$ cat src/rtl/foreground_segmentation.sv
// Foreground segmentation: thresholds |image - background| into a binary mask
// stream and reports a per-frame foreground pixel count with saturation flag.
module foreground_segmentation #(
  parameter int COUNT_W = 22
) (
  input  logic               clk,
  input  logic               rst,
  input  logic [7:0]         in_image,
  input  logic [7:0]         in_background,
  input  logic               in_de,
  input  logic               in_hsync,
  input  logic               in_vsync,
  input  logic [7:0]         threshold,
  input  logic               enable,
  output logic [7:0]         out_mask,
  output logic               out_de,
  output logic               out_hsync,
  output logic               out_vsync,
  output logic [COUNT_W-1:0] fg_count,
  output logic               fg_count_valid,
  output logic               fg_overflow
);

  typedef enum logic {WAIT_FRAME, COUNT} state_t;

  localparam logic [COUNT_W-1:0] CNT_MAX = '1;

  state_t             state_q, state_d;
  logic [7:0]         img_s1_q, img_s1_d, bg_s1_q, bg_s1_d;
  logic               de_s1_q, de_s1_d, hs_s1_q, hs_s1_d, vs_s1_q, vs_s1_d;
  logic [7:0]         diff_s2_q, diff_s2_d;
  logic               de_s2_q, de_s2_d, hs_s2_q, hs_s2_d, vs_s2_q, vs_s2_d;
  logic [7:0]         mask_s3_q, mask_s3_d;
  logic               de_s3_q, de_s3_d, hs_s3_q, hs_s3_d, vs_s3_q, vs_s3_d;
  logic [7:0]         thr_l_q, thr_l_d;
  logic               en_l_q, en_l_d;
  logic [COUNT_W-1:0] cnt_q, cnt_d, fg_count_q, fg_count_d;
  logic               sat_q, sat_d, fg_ovf_q, fg_ovf_d, fg_valid_q, fg_valid_d;

  logic [8:0]         sub;
  logic               frame_edge, fg_hit, sat_now;
  logic [COUNT_W-1:0] cnt_inc;

  always_comb begin
    img_s1_d = in_image;
    bg_s1_d  = in_background;
    de_s1_d  = in_de;
    hs_s1_d  = in_hsync;
    vs_s1_d  = in_vsync;

    sub       = {1'b0, img_s1_q} - {1'b0, bg_s1_q};
    diff_s2_d = sub[8] ? (~sub[7:0] + 8'd1) : sub[7:0];
    de_s2_d   = de_s1_q;
    hs_s2_d   = hs_s1_q;
    vs_s2_d   = vs_s1_q;

    // The pixel sitting in S2 on the frame edge still belongs to the old frame,
    // so it is judged with the old latched settings and counted before the close.
    frame_edge = vs_s2_q && !vs_s3_q;
    fg_hit     = de_s2_q && en_l_q && (diff_s2_q > thr_l_q);
    mask_s3_d  = fg_hit ? 8'd255 : 8'd0;
    de_s3_d    = de_s2_q;
    hs_s3_d    = hs_s2_q;
    vs_s3_d    = vs_s2_q;

    thr_l_d = frame_edge ? threshold : thr_l_q;
    en_l_d  = frame_edge ? enable : en_l_q;
  end

  always_comb begin
    state_d    = state_q;
    cnt_d      = cnt_q;
    sat_d      = sat_q;
    fg_count_d = fg_count_q;
    fg_ovf_d   = fg_ovf_q;
    fg_valid_d = 1'b0;

    cnt_inc = (fg_hit && (cnt_q != CNT_MAX)) ? cnt_q + COUNT_W'(1) : cnt_q;
    sat_now = sat_q || (fg_hit && (cnt_q == CNT_MAX));

    case (state_q)
      WAIT_FRAME: begin
        cnt_d = '0;
        sat_d = 1'b0;
        if (frame_edge) state_d = COUNT;
      end
      COUNT: begin
        cnt_d = cnt_inc;
        sat_d = sat_now;
        if (frame_edge) begin
          fg_count_d = cnt_inc;
          fg_ovf_d   = sat_now;
          fg_valid_d = 1'b1;
          cnt_d      = '0;
          sat_d      = 1'b0;
        end
      end
      default: state_d = WAIT_FRAME;
    endcase
  end

  always_ff @(posedge clk or posedge rst) begin
    if (rst) begin
      state_q    <= WAIT_FRAME;
      img_s1_q   <= '0;
      bg_s1_q    <= '0;
      de_s1_q    <= 1'b0;
      hs_s1_q    <= 1'b0;
      vs_s1_q    <= 1'b0;
      diff_s2_q  <= '0;
      de_s2_q    <= 1'b0;
      hs_s2_q    <= 1'b0;
      vs_s2_q    <= 1'b0;
      mask_s3_q  <= '0;
      de_s3_q    <= 1'b0;
      hs_s3_q    <= 1'b0;
      vs_s3_q    <= 1'b0;
      thr_l_q    <= '0;
      en_l_q     <= 1'b0;
      cnt_q      <= '0;
      sat_q      <= 1'b0;
      fg_count_q <= '0;
      fg_ovf_q   <= 1'b0;
      fg_valid_q <= 1'b0;
    end else begin
      state_q    <= state_d;
      img_s1_q   <= img_s1_d;
      bg_s1_q    <= bg_s1_d;
      de_s1_q    <= de_s1_d;
      hs_s1_q    <= hs_s1_d;
      vs_s1_q    <= vs_s1_d;
      diff_s2_q  <= diff_s2_d;
      de_s2_q    <= de_s2_d;
      hs_s2_q    <= hs_s2_d;
      vs_s2_q    <= vs_s2_d;
      mask_s3_q  <= mask_s3_d;
      de_s3_q    <= de_s3_d;
      hs_s3_q    <= hs_s3_d;
      vs_s3_q    <= vs_s3_d;
      thr_l_q    <= thr_l_d;
      en_l_q     <= en_l_d;
      cnt_q      <= cnt_d;
      sat_q      <= sat_d;
      fg_count_q <= fg_count_d;
      fg_ovf_q   <= fg_ovf_d;
      fg_valid_q <= fg_valid_d;
    end
  end

  assign out_mask       = mask_s3_q;
  assign out_de         = de_s3_q;
  assign out_hsync      = hs_s3_q;
  assign out_vsync      = vs_s3_q;
  assign fg_count       = fg_count_q;
  assign fg_count_valid = fg_valid_q;
  assign fg_overflow    = fg_ovf_q;

endmodule

$ cat config.mk
export PLATFORM = sky130hd
export DESIGN_NAME = foreground_segmentation
export DESIGN_NICKNAME = d
export VERILOG_FILES = /design/src/rtl/foreground_segmentation.sv
export SDC_FILE = /design/constraint.sdc
export NUM_CORES = 1
export LEC_CHECK = 0
export ABC_CLOCK_PERIOD_IN_PS = 4500
export CELL_PAD_IN_SITES_DETAIL_PLACEMENT = 0
export CELL_PAD_IN_SITES_GLOBAL_PLACEMENT = 2
export CORE_AREA = 2 2 111 113
export CTS_BUF_LIST = sky130_fd_sc_hd__clkbuf_4 sky130_fd_sc_hd__clkbuf_8
export CTS_CLUSTER_DIAMETER = 60
export CTS_CLUSTER_SIZE = 25
export DETAILED_ROUTE_END_ITERATION = 16
export DIE_AREA = 0 0 113 115
export PLACE_DENSITY_LB_ADDON = 0.1
export SYNTH_ARGS = -nofsm -noshare
export SYNTH_HDL_FRONTEND = slang
export SYNTH_SLANG_ARGS = --single-unit
$ cat constraint.sdc
create_clock -name clk -period 4.5 [get_ports clk]
set_input_delay 1.125 -clock clk [delete_from_list [all_inputs] [get_ports clk]]
set_output_delay 1.125 -clock clk [all_outputs]
set_load 0.01 [all_outputs]
==> metrics.yaml <==
route:
  initialDrtViolationCount: 107
  totalWireLength_mm: 8.552
  wire_per_inst_um: 14.23
  drc: 3
  postRouteAntennaNets: 0
  firstDrtPassIters: 10
  viasPerCell: 4.947
  vias: 2973
cts:
  cts_root_buf: "clkbuf_8"
  cts_hold_buf: 0
  clk_path_buf_depth: 2
  cts.htree.levels: 3
  cts_setup_buffers: 0
  cts_inserted_buffers: 9
  worstSkewPairLatency_ps: 370
  path_clk_slew_ps: 80
  ctsResizeCount: 0
  clock-sinks: 91
  cts_tree: "yes"
critical_path:
  cp_slowest_stage_delay_ps: 940
  cp-startpoint: "thr_l_q[7]"
  critPathLaunchType: "register"
  crit_arrival_ps: 3230
  cpMostUsedCell: "inv_1"
  r2r_start: "thr_l_q[7]"
  worstPathMaxFanout: 30
  crit_slowest_cell: "a41oi_2"
  cp.required_ps: 4740
  critPathKind: "register to register"
  worstPathCellList: "inv_1 -> ha_1 -> nand4_1 -> o211ai_1 -> nor2b_1 -> a41oi_2 -> inv_1 -> a21oi_1 -> o21ai_0"
  worst_setup_path_end_kind: "register"
power:
  ir_drop_uv: 149.0
  power.density_nw_per_um2: 366.5
  p_leak_nw: 2.135
timing:
  relSlewSlack_pct: 20.89
  post-route-worst-setup-slack_ps: 1513
  worst_pin_slew_ps: 1187
  finalMaxSlewViolations: 0
  final_hold_viol_count: 0
  max_freq_ghz: 0.3348
  tns_ps: 0
  fin_skew_ps: 10.72
  fin_crit_ps: 2987
  setup_viol: 0
  rsz0062_at_grt: "no"
  period_share_pct: 66.38
placed_design:
  dp_hpwl_mm: 6.060
  port_buffers: 64
  place_ws_ps: 1477
  routabilityCongestion: 0.7384
floorplan:
  start_util_pct: 35.10
  pin_count: 65
  die-area_um2: 13000
  chipHeight_um: 115
  rows: 40
  fp.coreArea_um2: 11810
  die_x_um: 113
yosys:
  yosysTopAreaCell: "dfrtp_1"
  synth_seq_area_share_pct: 54.94
  synthFlopType: "dfrtp_1"
  async_flop_share_pct: 100.0
  netlist_area_um2: 4145
  yosys.cell_types.count: 49
  synth_area_leaders: "dfrtp_1 55%, ha_1 5.4%, o21ai_0 3.5%"
  avgSynthCellArea_um2: 10.60
  synth_edf_count: 0
  synth_seq_cells: 91
  yosys.area.top_type_share_pct: 54.94
  synth_cells: 391
  yosys_warnings: 0
  syn-num-nets: 440
flow_run:
  cap_violations: 0
global_routing:
  grt_pass1_vias: 3012
  grt_usage_pct: 14.65
  grt_pass1_wl_mm: 14.79
  antenna_found_initial: 0
  overflow: 0
  grt_max_degree: 54
finish:
  final_common_cell: "dfrtp_1"
  final_cell_mix: "91 x dfrtp_1, 64 x clkdlybuf4s50_1, 34 x nor2_1, 29 x o21ai_0, 25 x a21oi_1"
  final_net_count: 498
  antenna_cells: 0
  area_growth_syn_to_layout_pct: 22.13
  n_fill_cell: 1154
  drive_gt1_share_pct: 7.709
outcome:
  violations: "DRC"
  status: "complete, but fails checks"
hold_path:
  min_from: "hs_s1_q"
  hold_class: "register to register"
[cell type report]
cell class | instances | area [um2] | share of cell area, %
Sequential cell | 91 | 2277 | 44.98
Multi-Input combinational cell | 254 | 1648 | 32.55
Timing Repair Buffer | 67 | 675.6 | 13.35
Tap cell | 147 | 183.9 | 3.633
Clock buffer | 10 | 137.6 | 2.719
Inverter | 26 | 98.84 | 1.953
Clock inverter | 6 | 41.29 | 0.8156
[synth_stat cells, types with 4 or more instances]
library cell,count
o21ai_0,29
dfrtp_1,91
nand2_1,21
nand3_1,13
nor2_1,34
xnor2_1,10
xor2_1,6
ha_1,18
clkbuf_1,8
or3_1,12
a21oi_1,25
a31oi_1,19
nand4_1,9
nor2b_1,4
nor3_1,4
buf_4,8
and3_1,4
inv_1,25
o31ai_1,6
[power breakdown]
part	switching [mW]	total (mW)	internal (mW)
registers	0.0420	0.935	0.893
logic	0.212	0.405	0.193
clock network	0.300	0.515	0.215
total	0.555	1.86	1.30
[flip-flops by register name, summed over array words and instances, names as in the netlist]
signal and flops:
bg_s1_q 8, cnt_q 22, de_s1_q 1, de_s2_q 1
diff_s2_q 8, en_l_q 1, fg_count 22, fg_count_valid 1
fg_overflow 1, hs_s1_q 1, hs_s2_q 1, img_s1_q 8
out_de 1, out_hsync 1, out_mask 1, out_vsync 1
sat_q 1, state_q 1, thr_l_q 8, vs_s1_q 1
vs_s2_q 1
[metal layers]
| metal | vias up | share of wire (%) | track usage [%] |
|---|---|---|---|
| li1 | 1493 | - | - |
| met5 | - | 0 | 0 |
| met2 | 54 | 49 | 24.19 |
| met3 | 15 | 2.7 | 2.583 |
| met1 | 1411 | 46 | 18.26 |
| met4 | 0 | 2.6 | 8.293 |
[worst paths after layout]
check | to | slack [ps] | cells after the start
worst max-delay path | fg_overflow | 1510 | 9
worst min-delay path | hs_s2_q | 350 | 0
worst max register to register | fg_overflow | 1510 | 9
worst min register to register | hs_s2_q | 350 | 0
max in group asynchronous | diff_s2_q[6] | 2610 | 3
min in group asynchronous | thr_l_q[1] | 1170 | 2
[kinds of logic after synthesis]
kind of cell               count (synthesis)  share of synthesized area (%)
and+or+nand+nor                          118                          15.00
AOI/OAI and AO/OA                         98                          14.64
DFF                                       91                          54.94
buffers and inverters                     46                          5.312
adders and majority gates                 19                          5.916
xor gates and xnor gates                  16                          3.381
muxes                                      3                         0.8149
[critical path, delay by kind of cell, from the launching register on]
kind	cells	cell delay, ps
buffers and inverters	2	250
AO/OA/AOI/OAI	4	1670
flip-flops	1	330
AND/OR/NAND/NOR	2	290
adder cells (fa/ha/maj)	1	310
[metrics by stage]
| step | hold WS [ps] | instance area [um2] | utilization [%] | power [mW] | instances |
|---|---|---|---|---|---|
| 2_1_floorplan | 331.2 | 4145 | - | 1.212 | 391 |
| 3_3_place_gp | 333.8 | 4883 | 41.35 | 1.364 | 585 |
| 3_5_place_dp | 334.7 | 4883 | 41.35 | 1.368 | 585 |
| 4_1_cts | 356.1 | 5062 | 42.86 | 1.898 | 601 |
| 5_1_grt | 367.2 | 5062 | 42.86 | 1.989 | 601 |
| 6_report | 353.0 | 5062 | 42.86 | 1.856 | 601 |
Note: power is estimated with default switching activity, not from simulation.
